### src/rtl/pingpang_wr_ctrl.sv
// Write-side controller for the ping-pong buffer: streams words into the current
// bank and pulses switch once the bank is closed and the reader has let go of the other.
module pingpang_wr_ctrl #(
  parameter  int DATA_W = 16,
  parameter  int DEPTH  = 4,
  localparam int AW     = $clog2(DEPTH),
  localparam int LW     = $clog2(DEPTH + 1)
) (
  input  logic              clk,
  input  logic              rst,
  input  logic              in_valid,
  output logic              in_ready,
  input  logic [DATA_W-1:0] in_data,
  input  logic              flush,
  output logic              wr_en,
  output logic [AW-1:0]     wr_addr,
  output logic [DATA_W-1:0] wr_data,
  output logic              wr_bank,
  output logic              switch,
  output logic              rd_bank,
  output logic              rd_bank_valid,
  output logic [LW-1:0]     rd_len,
  input  logic              rd_done
);

  typedef enum logic [1:0] {
    FILL = 2'd0,
    SWAP = 2'd1,
    WAIT = 2'd2
  } state_t;

  localparam logic [LW-1:0] FULL = LW'(DEPTH);

  state_t        state;
  logic [LW-1:0] cnt;
  logic [LW-1:0] cnt_inc;
  logic [LW-1:0] len_q;
  logic          rd_pend;
  logic          xfer;
  logic          close;

  assign in_ready      = (state == FILL) && !rst;
  assign xfer          = in_valid && (state == FILL);
  assign cnt_inc       = cnt + 1'b1;
  assign rd_bank       = ~wr_bank;
  assign rd_bank_valid = rd_pend;

  // A transfer takes precedence over flush; flush alone only closes a non-empty bank.
  assign close = (state == FILL) && (xfer ? (cnt_inc == FULL) : (flush && (cnt != '0)));

  always_ff @(posedge clk or posedge rst) begin
    if (rst) begin
      state   <= FILL;
      cnt     <= '0;
      len_q   <= '0;
      rd_pend <= 1'b0;
      wr_en   <= 1'b0;
      wr_addr <= '0;
      wr_data <= '0;
      wr_bank <= 1'b0;
      switch  <= 1'b0;
      rd_len  <= '0;
    end else begin
      switch <= 1'b0;
      wr_en  <= xfer;
      if (xfer) begin
        wr_data <= in_data;
        wr_addr <= cnt[AW-1:0];
        cnt     <= cnt_inc;
      end
      case (state)
        FILL: begin
          if (rd_done) rd_pend <= 1'b0;
          if (close) begin
            len_q <= xfer ? cnt_inc : cnt;
            state <= (!rd_pend || rd_done) ? SWAP : WAIT;
          end
        end
        WAIT: begin
          if (rd_done) begin
            rd_pend <= 1'b0;
            state   <= SWAP;
          end
        end
        SWAP: begin
          // Handing the bank over re-arms rd_pend regardless of rd_done this cycle.
          switch  <= 1'b1;
          wr_bank <= ~wr_bank;
          rd_len  <= len_q;
          rd_pend <= 1'b1;
          cnt     <= '0;
          state   <= FILL;
        end
        default: state <= FILL;
      endcase
    end
  end

endmodule

### config.mk
export PLATFORM = sky130hd
export DESIGN_NAME = pingpang_wr_ctrl
export DESIGN_NICKNAME = d
export VERILOG_FILES = /design/src/rtl/pingpang_wr_ctrl.sv
export SDC_FILE = /design/constraint.sdc
export NUM_CORES = 1
export LEC_CHECK = 0
export ABC_AREA = 1
export CORE_MARGIN = 4
export CORE_UTILIZATION = 44
export CTS_BUF_LIST = sky130_fd_sc_hd__clkbuf_4 sky130_fd_sc_hd__clkbuf_8 sky130_fd_sc_hd__clkbuf_16
export CTS_CLUSTER_DIAMETER = 120
export DETAILED_ROUTE_END_ITERATION = 7
export PLACE_DENSITY = 0.78
export SYNTH_ARGS = -nofsm -noshare
export SYNTH_HDL_FRONTEND = slang
export SYNTH_SLANG_ARGS = --single-unit
### constraint.sdc
create_clock -name clk -period 1.3 [get_ports clk]
set_input_delay 0.26 -clock clk [delete_from_list [all_inputs] [get_ports clk]]
set_output_delay 0.26 -clock clk [all_outputs]
set_load 0.05 [all_outputs]
======== Yosys cells after proc, flatten, opt, wreduce, memory -nomap -nowiden ========
Cells that the tools add are included.
operators by class
  reduce and logical (&&, ||, !) cells .... 14
  eq/ne operators ......................... 6
  multiplexer cells ....................... 10
  add/subtract/negate cells ............... 1
  bitwise operators ....................... 1
operators by type and width
  operator               number
  $mux W2                3
  $mux W3                2
  $reduce_and A2 Y1      3
  $logic_and A1 B1 Y1    4
  $ne A2 B2 Y1 const B   2
  $pmux W2 S2            1
  $add A3 B1 Y3 const B  1
  $eq A3 B3 Y1 const B   1
  $mux W1                3
  $reduce_bool A3 Y1     1
  $eq A2 B1 Y1 const B   1
  $eq A2 B2 Y1 const B   1
  $logic_not A1 Y1       2
  $logic_not A2 Y1       1
  $ne A2 B1 Y1 const B   1
  $pmux W1 S2            1
  $reduce_bool A2 Y1     1
  $reduce_or A2 Y1       1
  $logic_or A1 B1 Y1     1
  $not A1 Y1             1
storage, ports and cells
  input bits .............................. 21
  logic and storage cells ................. 42
  bits in registers ....................... 33
  output and inout port bits .............. 27

======== Logic depth before layout (Yosys ltp) ========
Gate-level depths: netlist of run 1.
  word-level depth ........................ 6
  mapped depth ............................ 9
  depth with buffers taken out ............ 9

======== Least setup slack after synthesis of run 1 ========
No wires, ideal clock.
  path kind ............................... reg-to-output
  from .................................... reg state[1]
  to ...................................... out in_ready
  required time ........................... 1040 ps
  arrival ................................. 1524 ps
  path slack .............................. -484 ps
  cell stages (with the launch flop) ...... 2
  buffers on the path ..................... 0
  cell sequence ........................... dfrtp_1 nor3_1
on the way
  word-level cells in the longest chain between the ends .. 2
RTL lines
  what                      RTL line  RTL
  start: declaration        34        state_t state;
  start signal: assignment  76        state <= (!rd_pend || rd_done) ? SWAP : WAIT;
  $logic_not A2 Y1          42        assign in_ready = (state == FILL) && !rst;
  $logic_and A1 B1 Y1       42
  end: declaration          12        output logic in_ready,
Every way passes these cells.

======== Worst setup path in the final report of run 1 ========
  from .................................... reg state[0]
  to ...................................... out in_ready
The elaborated chain is that of the path after synthesis.

==> flow_metrics.tcl, run 1 <==
set metrics [dict create \
    yosysTopAreaCell "dfrtp_1" \
    ir_drop_v 0.00191 \
    yosys_register_bits 33 \
    tightest_slew_ps 327 \
    violations "setup timing" \
    numPortBuffers 47 \
    synth.distinct_cells 18 \
    drt_iter0_drc 53 \
    routabilityCongestion 0.861 \
    antenna_found_initial 0 \
    p_leak_nw 1.24 \
    synthAdderAreaFrac 0.0275 \
    cts_tree "done" \
    crit_path_max_fanout 2 \
    yosys_warnings 0 \
    cts-buffers-inserted 5 \
    synthTopCellsByCount "81 x nand2_1, 33 x dfrtp_1, 11 x inv_1" \
    synth_cells 152 \
    hold_viol 0 \
    dieArea_sq_um 4050 \
    required_ps 1040 \
    drv_slew 0 \
    rsz0062_at_grt "yes" \
    grt_usage 0.194 \
    post-route-min-period_ps 1420 \
    cts_buffer_depth 2 \
    stdcell_count 247 \
    route.vias.total 1290 \
    insertion_delay_ps 340 \
    cts_root_buffer "clkbuf_4" \
    layout-drive-gt1-share 0.426 \
    htree_levels 2 \
    synth_top_family_by_area "simple AND/OR/NAND/NOR gates" \
    cts_hold_buffers 0 \
    wire_per_inst_um 18.0 \
    synth_enable_flop_cells 0 \
    setup_slack_ps -117 \
    nets 239 \
    placedInstanceArea_sq_um 2190 \
    dp_hpwl_mm 2.63 \
    startpoint_type "register" \
    p_per_area_nw_per_um2 3020 \
    clkTransAtPathRegs_ps 110 \
    pre_cts_ws_ps -205 \
    chipWidth_um 63.7 \
    grt_pass1_vias 1312 \
    die_y_um 63.7 \
    synth_flop_cell "dfrtp_1" \
    synthArstFlopShare 1.00 \
    io_pins 48 \
    drt_wl_total_mm 4.45 \
    cts.sinks 33 \
    overflow 0 \
    area_growth_pct 83.6 \
    synth_compound_area_frac 0.0367 \
    stdcell_area_sq_um 2500 \
    insertedDiodeCount 0 \
    synth_fp_nets 176 \
    hold_class "input pin to asynchronous set/reset pin" \
    drtAntennaViolNets 0 \
    status "complete, but fails checks" \
    cp-end-kind "output pin" \
    relSlewSlack 0.782 \
    firstDrtPassIters 4 \
    dpl.cell_count 233 \
    start_util 0.478 \
    fin_crit_sh 1.09 \
    synth.most_common_cell "nand2_1" \
    grt_pass1_wl_mm 6.02 \
    grt_max_degree 34 \
    ys_top_cells_by_area "dfrtp_1 61%, nand2_1 22%, inv_1 3.0%" \
    max_freq_ghz 0.706 \
    synth.avg_cell_area_sq_um 8.97 \
    yosysSeqAreaShare 0.606 \
    max_stage_delay_ps 430 \
    path_class "register to output pin" \
    synthMuxAreaShare 0 \
    synth.top_cell.area_share 0.606 \
    routed_via_density 5.22 \
    arrival_ps 1160 \
    synth_xor_xnor_area_share 0.00642 \
    maxCapViolCount 0 \
    synthesis.area_sq_um 1360 \
    synth-simple-area-share 0.268 \
    critPathSlowestCell "dfrtp_2" \
    path_cells "nor3_4 > buf_12" \
    clock_skew_ps 8.50 \
    route.detailed.drc 0 \
    rows 19 \
    finalSetupViolCount 21 \
    coreArea_sq_um 2850 \
]
layer usage:
metal,track usage,vias up,share of wire
met4,0.0674,0,0.033
met3,0.0782,19,0.059
li1,-,589,-
met5,0,-,0
met1,0.211,623,0.35
met2,0.339,59,0.55
per-stage QoR:
stage | hold WS (ps) | power [mW] | setup TNS [ps] | util
floorplan | 370 | 3.90 | 0 | -
global route | 381 | 7.87 | -1740 | 0.878
CTS | 366 | 7.02 | -134 | 0.811
detailed placement | 461 | 6.10 | -4140 | 0.768
global placement | 462 | 5.99 | -2000 | 0.768
finish | 354 | 7.57 | -772 | 0.878
worst max-delay path: cells and delay by family (launching register included):
family | cells | cell delay [ps]
buffers and inverters | 1 | 160
DFF | 1 | 430
and+or+nand+nor | 1 | 220
final timing paths:
kind	to	startpoint	cells after the start	slack, ps
worst max-delay path	in_ready	state[0]	2	-120
worst min-delay path	wr_data[3]	rst	3	350
worst max register to register	wr_addr[1]	state[1]	6	-80
worst min register to register	rd_len[1]	len_q[1]	2	480
max in group asynchronous	wr_bank	rst	3	760
min in group clk	wr_data[3]	in_data[3]	3	440
where the power goes:
part / leakage (nW) / switching [mW] / total, mW / internal (mW)
Clock: 0.0489 / 0.362 / 0.841 / 0.480
Combinational: 0.782 / 2.52 / 4.67 / 2.15
Sequential: 0.411 / 0.583 / 2.06 / 1.48
cells in the final DEF (no fill, tap or decap), types with 2 or more instances in the layout:
cell / n
a21oi_2: 2
inv_2: 4
nand2_1: 53
o21ai_1: 2
nand2_2: 20
clkbuf_4: 6
buf_12: 28
a21oi_1: 3
buf_4: 7
nand3_1: 3
nand2_4: 9
buf_6: 2
clkdlybuf4s50_1: 20
dfrtp_1: 30
dfrtp_2: 3
inv_1: 7
cell families after synthesis:
family | Yosys count
DFF | 33
adders and majority gates | 3
buffers and inverters | 16
xor gates and xnor gates | 1
AOI/OAI and AO/OA | 9
and+or+nand+nor | 90
area by class of cell:
cell class | count | area [sq um]
clock buffer | 7 | 58.8
tap | 31 | 38.8
timing repair buffer | 59 | 876
fill | 133 | 349
multi-input combinational | 103 | 611
inverter | 13 | 60.1
clock inverter | 1 | 30.0
sequential | 33 | 830
sequential cells by signal (all words and copies together), names as in the netlist:
name / flops
rd_bank_valid: 1
len_q: 3
switch: 1
cnt: 3
state: 2
wr_en: 1
wr_bank: 1
wr_data: 16
wr_addr: 2
rd_len: 3
what timing repair did:
action,in CTS,in global routing
pin swaps,0,22
resized for setup,5,50
setup buffers,3,2
setup endpoints to repair,5,23
gates cloned,0,1
Note: power is estimated with default switching activity, not from simulation.
==> inputs of run 2 (changes only) <==
==> constraint.sdc (replaced) <==
create_clock -name clk -period 1.3 [get_ports clk]
set_input_delay 0.195 -clock clk [delete_from_list [all_inputs] [get_ports clk]]
set_output_delay 0.195 -clock clk [all_outputs]
set_load 0.05 [all_outputs]
==> flow_metrics.tcl, run 2 (synthesis results as in run 1) <==
set metrics [dict create \
    finalSetupViolCount 5 \
    grt_pass1_vias 1209 \
    fin_crit_sh 1.05 \
    maxCapViolCount 0 \
    cts_tree "done" \
    nets 234 \
    overflow 0 \
    tightest_slew_ps 308 \
    drt_iter0_drc 45 \
    setup_slack_ps -60.5 \
    critPathMostFrequentCell "nand2_1" \
    wire_per_inst_um 14.8 \
    clkTransAtPathRegs_ps 110 \
    insertedDiodeCount 0 \
    cts_root_buffer "clkbuf_4" \
    arrival_ps 1600 \
    htree_levels 2 \
    layout-drive-gt1-share 0.294 \
    top_register "wr_data" \
    crit_path_max_fanout 6 \
    hold_viol 0 \
    postLayoutCoreUtil 0.815 \
    tns_ps -172 \
    dpl.cell_count 232 \
    drt_wl_total_mm 3.58 \
    grt_usage 0.181 \
    cts_buffer_depth 2 \
    io_pins 48 \
    cts_hold_buffers 0 \
    antenna_found_initial 0 \
    dp_hpwl_mm 2.42 \
    final_cell_mix "77 x nand2_1, 31 x dfrtp_1, 28 x buf_12, 20 x clkdlybuf4s50_1, 6 x inv_1" \
    holdWs_ps 280 \
    area_growth_pct 70.5 \
    routed_via_density 5.00 \
    placedInstanceArea_sq_um 2180 \
    grt_pass1_wl_mm 5.58 \
    drtAntennaViolNets 0 \
    clock_skew_ps 7.27 \
    die_y_um 63.7 \
    route.vias.total 1209 \
    max_stage_delay_ps 420 \
    cp-end-kind "register" \
    chipWidth_um 63.7 \
    grt_max_degree 34 \
    coreArea_sq_um 2850 \
    start_util 0.478 \
    final_common_cell "nand2_1" \
    route.detailed.drc 0 \
    startpoint_type "register" \
    status "complete, but fails checks" \
    stdcell_count 242 \
    required_ps 1540 \
    rsz0062_at_grt "yes" \
    stdcell_area_sq_um 2320 \
    pre_cts_ws_ps -112 \
    violations "setup timing" \
    p_per_area_nw_per_um2 2930 \
    drv_slew 0 \
    hold_class "input pin to asynchronous set/reset pin" \
    path_cells "buf_4 > nor2_4 > nand2_4 > nand2_1 > nand2_1 > nand2_1 > nand2_1" \
    largest_reg_flops 16 \
    p_leak_nw 1.16 \
    insertion_delay_ps 340 \
    cts.sinks 33 \
    dieArea_sq_um 4050 \
    post-route-min-period_ps 1360 \
    path_class "register to register" \
    relSlewSlack 0.794 \
    max_freq_ghz 0.735 \
    routabilityCongestion 0.890 \
    finalPower_mw 6.82 \
    firstDrtPassIters 4 \
    numPortBuffers 47 \
    cts-buffers-inserted 5 \
    critPathSlowestCell "dfrtp_1" \
    rows 19 \
    ir_drop_v 0.00180 \
]
-- run 2: changes by cell type in the layout (fill, tap and decap cells not counted), moves of 2 or more --
cell | before | now
o21ai_0 | 0 | 2
buf_4 | 7 | 4
nand2_1 | 53 | 77
nand2_2 | 20 | 3
inv_4 | 0 | 2
nand2_4 | 9 | 2
a21oi_2 | 2 | 0
o21ai_1 | 2 | 0
clkinv_2 | 0 | 2
-- run 2: timing repair --
action,in CTS,in global routing
hold endpoints to repair,0,0
resized for setup,7,16
setup buffers,2,0
pin swaps,4,5
endpoints found under the setup margin,6,21
-- run 2: critical path, delay by kind of cell, from the launching register on --
| family | cells | cell delay, ps |
|---|---|---|
| flops | 1 | 420 |
| simple gates | 6 | 660 |
| buf+inv | 1 | 160 |
-- run 2: path summary, 6_finish.rpt --
check                      slack (ps)  cells after the start          end   startpoint
max                               -60                      7     len_q[0]     state[0]
min                               280                      3     state[0]          rst
max reg2reg                       -60                      7     len_q[0]     state[0]
min reg2reg                       500                      2    rd_len[2]     len_q[2]
max in group asynchronous         840                      3      wr_bank          rst
min in group clk                  380                      3  wr_data[15]  in_data[15]
-- run 2: report_power, final --
part	internal (mW)	switching, mW	leakage (nW)
Sequential	1.47	0.466	0.413
Combinational	1.96	2.35	0.713
Clock	0.204	0.370	0.0310
-- run 2: final cells by class --
cell class,instances,area [sq um]
clock inverters,3,17.5
clock buffers,5,37.5
repair buffers,54,813
multi-input cells,103,527
fillers,162,528
flip-flops and latches,33,828
well taps,31,38.8
inverters,13,62.6
-- run 2: routing by layer --
| metal | wire length, um | GRT usage | up-vias |
|---|---|---|---|
| li1 | - | - | 577 |
| met1 | 1330 | 0.180 | 587 |
| met2 | 1890 | 0.325 | 38 |
| met3 | 293 | 0.0941 | 7 |
| met4 | 63 | 0.0566 | 0 |
| met5 | 0 | 0 | - |
